## config.mk

```make
export PLATFORM = sky130hd
export DESIGN_NAME = sram_rd_streamer
export DESIGN_NICKNAME = d
export VERILOG_FILES = /design/src/rtl/kfn_mem_pkg.sv /design/src/rtl/stream_fifo2.sv /design/src/rtl/sram_rd_streamer.sv
export SDC_FILE = /design/constraint.sdc
export NUM_CORES = 1
export LEC_CHECK = 0
export BUFFER_PORTS_ARGS = -buffer_cell sky130_fd_sc_hd__buf_2
export CAP_MARGIN = 20
export CORE_MARGIN = 8
export CORE_UTILIZATION = 27
export CTS_CLUSTER_DIAMETER = 60
export DETAILED_ROUTE_END_ITERATION = 6
export GPL_TIMING_DRIVEN = 0
export SYNTH_ARGS = -nofsm -noshare
export SYNTH_HDL_FRONTEND = slang
export SYNTH_SLANG_ARGS = --single-unit
```

## constraint.sdc

```tcl
create_clock -name CLK -period 2.8 [get_ports CLK]
set_input_delay 0.7 -clock CLK [delete_from_list [all_inputs] [get_ports CLK]]
set_output_delay 0.7 -clock CLK [all_outputs]
set_load 0.1 [all_outputs]
```

## src/rtl/kfn_mem_pkg.sv

```systemverilog
// kfn_mem_pkg: shared SRAM geometry and read-sequencer state encoding.
package kfn_mem_pkg;
    localparam int SRAM_AW = 11;
    localparam int SRAM_DW = 32;
    localparam int SRAM_DEPTH = 2 ** SRAM_AW;
    typedef enum logic [1:0] {IDLE, RUN, DRAIN, DONE} state_t;
endpackage

```

## src/rtl/stream_fifo2.sv

```systemverilog
// stream_fifo2: 2-entry valid/ready buffer; the head entry drives data/valid.
// Ports: CLK, RSTN (async active-low); push/push_data write side;
//        pop (handshake) read side; data/valid head view; count occupancy 0..2.
module stream_fifo2 #(
    parameter int DW = 32
) (
    input  logic          CLK,
    input  logic          RSTN,
    input  logic          push,
    input  logic [DW-1:0] push_data,
    input  logic          pop,
    output logic [DW-1:0] data,
    output logic          valid,
    output logic [1:0]    count
);
    logic [DW-1:0] tail;
    logic [1:0] left;
    assign valid = count != 2'd0;
    // entries still held after this cycle's pop; decides where a push lands
    assign left = count - 2'(pop & valid);
    always_ff @(posedge CLK or negedge RSTN) begin
        if (!RSTN) begin
            data  <= '0;
            tail  <= '0;
            count <= '0;
        end else begin
            if (push && left == 2'd0) data <= push_data;
            else if (pop) data <= tail;
            if (push && left == 2'd1) tail <= push_data;
            count <= left + 2'(push);
        end
    end
endmodule

```

## src/rtl/sram_rd_streamer.sv

```systemverilog
// sram_rd_streamer: walks an SRAM address range and streams the words out.
// Ports: CLK, RSTN (async active-low); start/base_addr/length command;
//        busy/done status; sram_cen/sram_wen/sram_a/sram_q SRAM read port;
//        out_valid/out_ready/out_data/out_last output stream.
module sram_rd_streamer
    import kfn_mem_pkg::*;
#(
    parameter int DW = SRAM_DW,
    parameter int AW = SRAM_AW,
    parameter int LW = 12
) (
    input  logic          CLK,
    input  logic          RSTN,
    input  logic          start,
    input  logic [AW-1:0] base_addr,
    input  logic [LW-1:0] length,
    output logic          busy,
    output logic          done,
    output logic          sram_cen,
    output logic          sram_wen,
    output logic [AW-1:0] sram_a,
    input  logic [DW-1:0] sram_q,
    output logic          out_valid,
    input  logic          out_ready,
    output logic [DW-1:0] out_data,
    output logic          out_last
);
    state_t state;
    logic [AW-1:0] addr, a_last;
    logic [LW-1:0] len, issued, returned;
    logic in_flight, pop, issue;
    logic [1:0] count;
    assign pop = out_valid & out_ready;
    // a word leaving this cycle frees the slot the new read will land in,
    // so it counts as credit; this keeps full throughput bubble-free
    assign issue = state == RUN && ({1'b0, count} + 3'(in_flight) < 3'd2 + 3'(pop));
    assign sram_cen = !issue;
    assign sram_wen = 1'b1;
    assign sram_a = issue ? addr : a_last;
    assign out_last = out_valid && returned == len - LW'(1);
    stream_fifo2 #(.DW(DW)) u_buf (
        .CLK(CLK),
        .RSTN(RSTN),
        .push(in_flight),
        .push_data(sram_q),
        .pop(pop),
        .data(out_data),
        .valid(out_valid),
        .count(count)
    );
    always_ff @(posedge CLK or negedge RSTN) begin
        if (!RSTN) begin
            state     <= IDLE;
            busy      <= 1'b0;
            done      <= 1'b0;
            addr      <= '0;
            a_last    <= '0;
            len       <= '0;
            issued    <= '0;
            returned  <= '0;
            in_flight <= 1'b0;
        end else begin
            in_flight <= issue;
            done      <= 1'b0;
            if (issue) begin
                addr   <= addr + AW'(1);
                a_last <= addr;
                issued <= issued + LW'(1);
            end
            if (pop) returned <= returned + LW'(1);
            case (state)
                IDLE: if (start) begin
                    addr     <= base_addr;
                    len      <= length;
                    issued   <= '0;
                    returned <= '0;
                    state    <= length == '0 ? DONE : RUN;
                    busy     <= length != '0;
                    done     <= length == '0;
                end
                RUN: if (issue && issued == len - LW'(1)) state <= DRAIN;
                DRAIN: if (pop && out_last) begin
                    state <= DONE;
                    busy  <= 1'b0;
                    done  <= 1'b1;
                end
                DONE: state <= IDLE;
            endcase
        end
    end
endmodule

```

Word level (Yosys, flattened, before mapping)
Index checks and enable logic that the tools add are counted.
{"block": "word_totals", "reg_bits": 129, "inputBits": 59, "output_inout_bits": 49, "word_cells": 72}
{"block": "op_classes", "add_sub_neg": 8, "magnitude_cmp": 1, "n_eq_ne": 9, "muxes": 23, "bitwise_logic": 2, "n_reduce_logical": 17}
{"op": "two-way mux 12 bit", "count": 6}
{"op": "two-way mux 32 bit", "count": 2}
{"op": "two-way mux 11 bit", "count": 4}
{"op": "adder 12 x 1 -> 12 bit (second input constant)", "count": 2}
{"op": "== test 12 bit", "count": 2}
{"op": "logical NOT 12 bit", "count": 1}
{"op": "nonzero test 12 bit", "count": 1}
{"op": "subtractor 12 x 1 -> 12 bit (second input constant)", "count": 1}
{"op": "adder 11 x 1 -> 11 bit (second input constant)", "count": 1}
{"op": "two-way mux 2 bit", "count": 4}
{"op": "one-hot mux 2 bit (4 select lines)", "count": 1}
{"op": "logical AND 1 bit", "count": 6}
{"op": "AND reduction 3 bit", "count": 2}
{"op": "nonzero test 2 bit", "count": 3}
{"op": "== test 2 x 1 -> 1 bit (second input constant)", "count": 2}
{"op": "== test 2 bit (second input constant)", "count": 2}
{"op": "logical NOT 2 bit", "count": 2}
{"op": "two-way mux 1 bit", "count": 4}
{"op": "!= test 2 bit (second input constant)", "count": 2}
{"op": "one-hot mux 1 bit (2 select lines)", "count": 2}
{"op": "adder 2 x 1 -> 3 bit", "count": 1}
{"op": "adder 2 x 1 -> 3 bit (first input constant)", "count": 1}
{"op": "less-than comparator 3 bit", "count": 1}
{"op": "adder 2 x 1 -> 2 bit", "count": 1}
{"op": "5 further kinds", "count": 6}

Depth between registers and ports, before layout
{"block": "logic_depth", "word_depth": 8, "ltp_mapped": 11, "mapped_depth_nobuf": 10}

By module
From an unflattened synthesis, not the netlist that was laid out.
{"block": "hier_totals", "cells_unflattened": 591, "area_unflattened_um2": 6470.0}
{"mod": "sram_rd_streamer", "n_inst": 1, "cells_each": 373, "area_each_um2": 3572.2, "seq_area_each_um2": 1576.5}
{"mod": "stream_fifo2", "n_inst": 1, "cells_each": 218, "area_each_um2": 2897.8, "seq_area_each_um2": 1651.6}

Worst setup path after synthesis
Ideal clock, no wire load.
{"block": "synth_timing", "kind": "register to output", "from": "reg len[0]", "to": "out out_last", "t_arrival_ps": 5075, "t_required_ps": 2100, "path_slack_ps": -2975, "path_stages_with_launch": 9, "n_path_buf": 1, "cell_sequence": "dfrtp_1 > inv_1 > ha_1 > buf_2 > nor3b_1 > nor4b_2 > xnor3_1 > o211ai_2 > nor4b_1"}
{"block": "synth_between", "elab_chain_cells": 3}
{"item": "start: declaration", "line": "sram_rd_streamer.sv:30", "text": "logic [LW-1:0] len, issued, returned;"}
{"item": "start signal: assignment", "line": "sram_rd_streamer.sv:74", "text": "len <= length;"}
{"item": "subtractor 12 x 1 -> 12 bit", "line": "sram_rd_streamer.sv:40", "text": "assign out_last = out_valid && returned == len - LW'(1);"}
{"item": "== test 12 bit", "line": "sram_rd_streamer.sv:40"}
{"item": "logical AND 1 bit", "line": "sram_rd_streamer.sv:40"}
{"item": "end: declaration", "line": "sram_rd_streamer.sv:26", "text": "output logic out_last"}
Every way passes these cells.

Worst setup path after layout
{"block": "layout_timing", "from": "reg len[5]", "to": "out out_last"}
The elaborated chain is that of the path after synthesis.

==> results list <==
- Worst flop-to-flop path endpoint: state[1]$_DFFE_PN0P_
* I/O Pins: 108
- Biggest area consumer among synthesized cells: sky130_fd_sc_hd__dfrtp_1
* Full die area: 0.0290 mm^2
- For flop-to-flop paths, the worst setup slack is 0.13 ns.
- In the final layout, the share of cells above drive strength 1 is 35.1%.
- Setup total negative slack on the finished layout was measured at -2.11 ns.
- Fin area: 0.00908 mm^2
- The via count of the first global-routing pass came to 5642.
- After detailed routing, the number of remaining DRC violations is 0.
- Maximum count of clock buffers along a single path: 2
* Sequential area share after synthesis: 50.2%
- Post-Syn Nets: 746
- After detailed routing, the average wire length per cell comes to 15.8 um.
- Final setup violation count: 13
* Netlist cell types: 54
- The floorplan step set the die height to 170 um.
- IO Port Bufs: 106
* Share of synthesized registers carrying an async set or reset: 100%
- CP Data Required Time: 2.10 ns
- Max Freq: 0.287 GHz
- TritonCTS Buffers: 17
* Crit Path Class: flop to output port
* Kind of end point of the critical path: output port
* Largest net degree at the start of global routing: 75
- Number of detailed-routing iterations run before antenna repair: 4
- Max-cap violations in this run came to 0.
* Hold/Removal Path Class: primary input to async pin
- Largest cells by area after synthesis: sky130_fd_sc_hd__dfrtp_1, sky130_fd_sc_hd__nand2_1, sky130_fd_sc_hd__mux2_2
- Final critical-path share of the clock period: 124%
- Violated checks: setup timing
- Once the floorplan was initialized, standard cells occupied 27.5% of the core.
- Horizontal die dimension: 170 um
- Unrepaired setup endpoints after global routing: true
- In this run the tightest slew margin relative to its limit is 56.2%.
- Global routing used 13.2% of the available tracks.
- Global routing finished with a remaining overflow of 0.
* Gate Count Post-Synth: 676
* CP arrival: 2.78 ns
* Vias after detailed routing: 5480
* Clock transition at the registers of the reported paths: 0.06 ns
- The most used flip-flop cell after synthesis is sky130_fd_sc_hd__dfrtp_1.
- The clock tree synthesis step divided the H-tree into 4 levels.
* Synth warnings: 0
* Critical-path cell list: buf_6 -> or4_4 -> nor4b_4 -> xnor3_1 -> o211ai_2 -> nor4b_4 -> buf_6
- The root buffer cell chosen for the clock tree is sky130_fd_sc_hd__clkbuf_16.
- Clk Latency, worst-skew pair: 0.42 ns
- Utilization after layout: 38.8%
- Post-route ant nets: 0
- Reg-to-reg startpoint: len[5]$_DFFE_PN0P_
- Final worst path period need: 3.48 ns
- The net count of the finished layout is 917.
- Post-synthesis to final-layout area growth: 41.1%
- The core region is 0.0234 mm^2.
- Of the post-synthesis cell area, the dominant cell type holds 50.2%.
- CTS tree: yes
- The final max-slew violation count came to 0.
* Clock skew after layout: 0.0100 ns
* WHS: 0.245 ns
- The hold violation count in the final report came to 0.
- Once routing completed, OpenROAD measured the worst setup slack at -0.682 ns.
- Most used cells in the layout excluding fill and tap cells: sky130_fd_sc_hd__nand2_1, sky130_fd_sc_hd__dfrtp_1, sky130_fd_sc_hd__buf_2
* Highest-delay cell along the critical path: sky130_fd_sc_hd__or4_4
- The largest single stage delay on the critical path is 0.58 ns.
- After detailed routing, the number of vias per cell comes to 4.64.
- Antenna violations before repair: 3
- For the pin with the worst max-slew slack, the measured transition is 0.656 ns.
- Along the worst path, the maximum fanout reaches 5.
- Cell area after synthesis: 0.00643 mm^2
- Synth Register Bits: 129
- Result of the run: finished, violations left
* DR iter-0 viols: 279
- Number of enable-type register cells in the synthesized netlist: 0
- Post-detailed-placement half-perimeter wirelength: 12.8 mm
- The library cell used most frequently in the layout, excluding fill and tap cells, is sky130_fd_sc_hd__nand2_1.
* Sort of element at the start of the critical path: flop
- Number of core rows: 56
* Worst Reg-to-Reg Cells: 9
* Aggregate routed wire length: 18.6 mm
- Final estimated routing congestion in global placement: 0.815
- Sinks on the clock net: 129
- Summing all placed instances gives a cell area of 0.00757 mm^2.
- The first global-routing pass estimated 30.2 mm of wire.
* Mean instance size in the synthesized netlist: 9.52 um^2
-- cell usage after synthesis, types with 2 or more instances --
master                       n
sky130_fd_sc_hd__a21oi_1    11
sky130_fd_sc_hd__a22o_1      2
sky130_fd_sc_hd__a22oi_1     2
sky130_fd_sc_hd__a31oi_1    35
sky130_fd_sc_hd__a32o_1      2
sky130_fd_sc_hd__and3_1      6
sky130_fd_sc_hd__and4_1      2
sky130_fd_sc_hd__buf_1       5
sky130_fd_sc_hd__buf_2       4
sky130_fd_sc_hd__buf_6       3
sky130_fd_sc_hd__clkbuf_1   30
sky130_fd_sc_hd__dfrtp_1   129
sky130_fd_sc_hd__ha_1       11
sky130_fd_sc_hd__inv_1      12
sky130_fd_sc_hd__mux2_2     33
sky130_fd_sc_hd__mux2i_1     2
sky130_fd_sc_hd__nand2_1   167
sky130_fd_sc_hd__nand2b_1    2
sky130_fd_sc_hd__nand3_1     8
sky130_fd_sc_hd__nand3b_1    2
sky130_fd_sc_hd__nand4_1    13
sky130_fd_sc_hd__nor2_1     59
sky130_fd_sc_hd__nor3_1      9
sky130_fd_sc_hd__nor3b_1     3
sky130_fd_sc_hd__nor4_1      4
sky130_fd_sc_hd__nor4_2      2
sky130_fd_sc_hd__nor4b_1     2
sky130_fd_sc_hd__o21ai_0    26
sky130_fd_sc_hd__o32ai_1     2
sky130_fd_sc_hd__or2_2       2
sky130_fd_sc_hd__or3_1       6
sky130_fd_sc_hd__or4_4       2
sky130_fd_sc_hd__xnor2_1    29
sky130_fd_sc_hd__xnor3_1     2
sky130_fd_sc_hd__xor2_1     28
-- area by class of cell --
class                   instances  area [um^2]
diodes                          1         2.50
plain buffers                  41          260
clock buffers                  20          447
clock inverters                12          135
fillers                      2273        14300
inverters                      12         48.8
multi-input cells             492         3380
flip-flops and latches        129         3230
well taps                     319          399
repair buffers                154         1180
-- cell families (layout without fill, tap and decap cells) --
kind of cell | count (synthesis) | count (layout) | share of synthesized area (%)
flops | 129 | 129 | 50.2
compound gates | 91 | 91 | 8.95
fa+ha+maj | 11 | 11 | 2.14
other cells | 1 | 2 | 0.0583
xor+xnor | 59 | 59 | 8.46
simple gates | 295 | 295 | 20.4
mux | 35 | 35 | 6.09
buf+inv | 55 | 239 | 3.70
-- layer usage --
metal	track usage [%]	part of all wire, %
met2	21.2	46
met5	0	0.12
met1	16.4	45
met3	4.15	5.8
met4	4.88	2.3
-- state kept, by name, indices dropped and copies added (netlist names) --
signal and cells:
u_buf.data 32, in_flight 1, busy 1, addr 11, u_buf.count 2, len 12
a_last 11, done 1, state 2, u_buf.tail 32, issued 12, returned 12
-- worst max-delay path: cells and delay by family (launching register included) --
family          cells  cell delay [ns]
buf+inv             2             0.42
flops               1             0.37
compound gates      1             0.14
xor+xnor            1             0.20
simple gates        3             1.24
-- how the worst max path moves through the flow --
stage | startpoint | endpoint | slack, ns | depth (start not counted)
4_1_cts | len[5]$_DFFE_PN0P_ | out_last | -0.74 | 7
2_1_floorplan | len[4]$_DFFE_PN0P_ | out_last | -0.67 | 7
6_report | len[5]$_DFFE_PN0P_ | out_last | -0.68 | 7
3_3_place_gp | RSTN | u_buf.data[2]$_DFFE_PN0P_ | -0.87 | 1
5_1_grt | len[4]$_DFFE_PN0P_ | out_last | -0.77 | 7
3_5_place_dp | out_ready | u_buf.data[21]$_DFFE_PN0P_ | -0.88 | 11
-- metrics by stage --
step | setup WS, ns | cells
global placement | -0.868 | 1101
finish | -0.682 | 1180
CTS | -0.741 | 1173
detailed placement | -0.882 | 1102
global route | -0.775 | 1180
floorplan | -0.673 | 676
-- repair_timing --
action,in CTS,in global routing
endpoints found under the setup margin,80,87
hold buffers,0,0
gates resized for setup,128,19
pin swaps,25,20
setup buffers,38,12
gates cloned,2,0
Power is left out: the tool's default activity adds up to more than one toggle a clock period on the data nets, which glitch-free logic cannot reach.
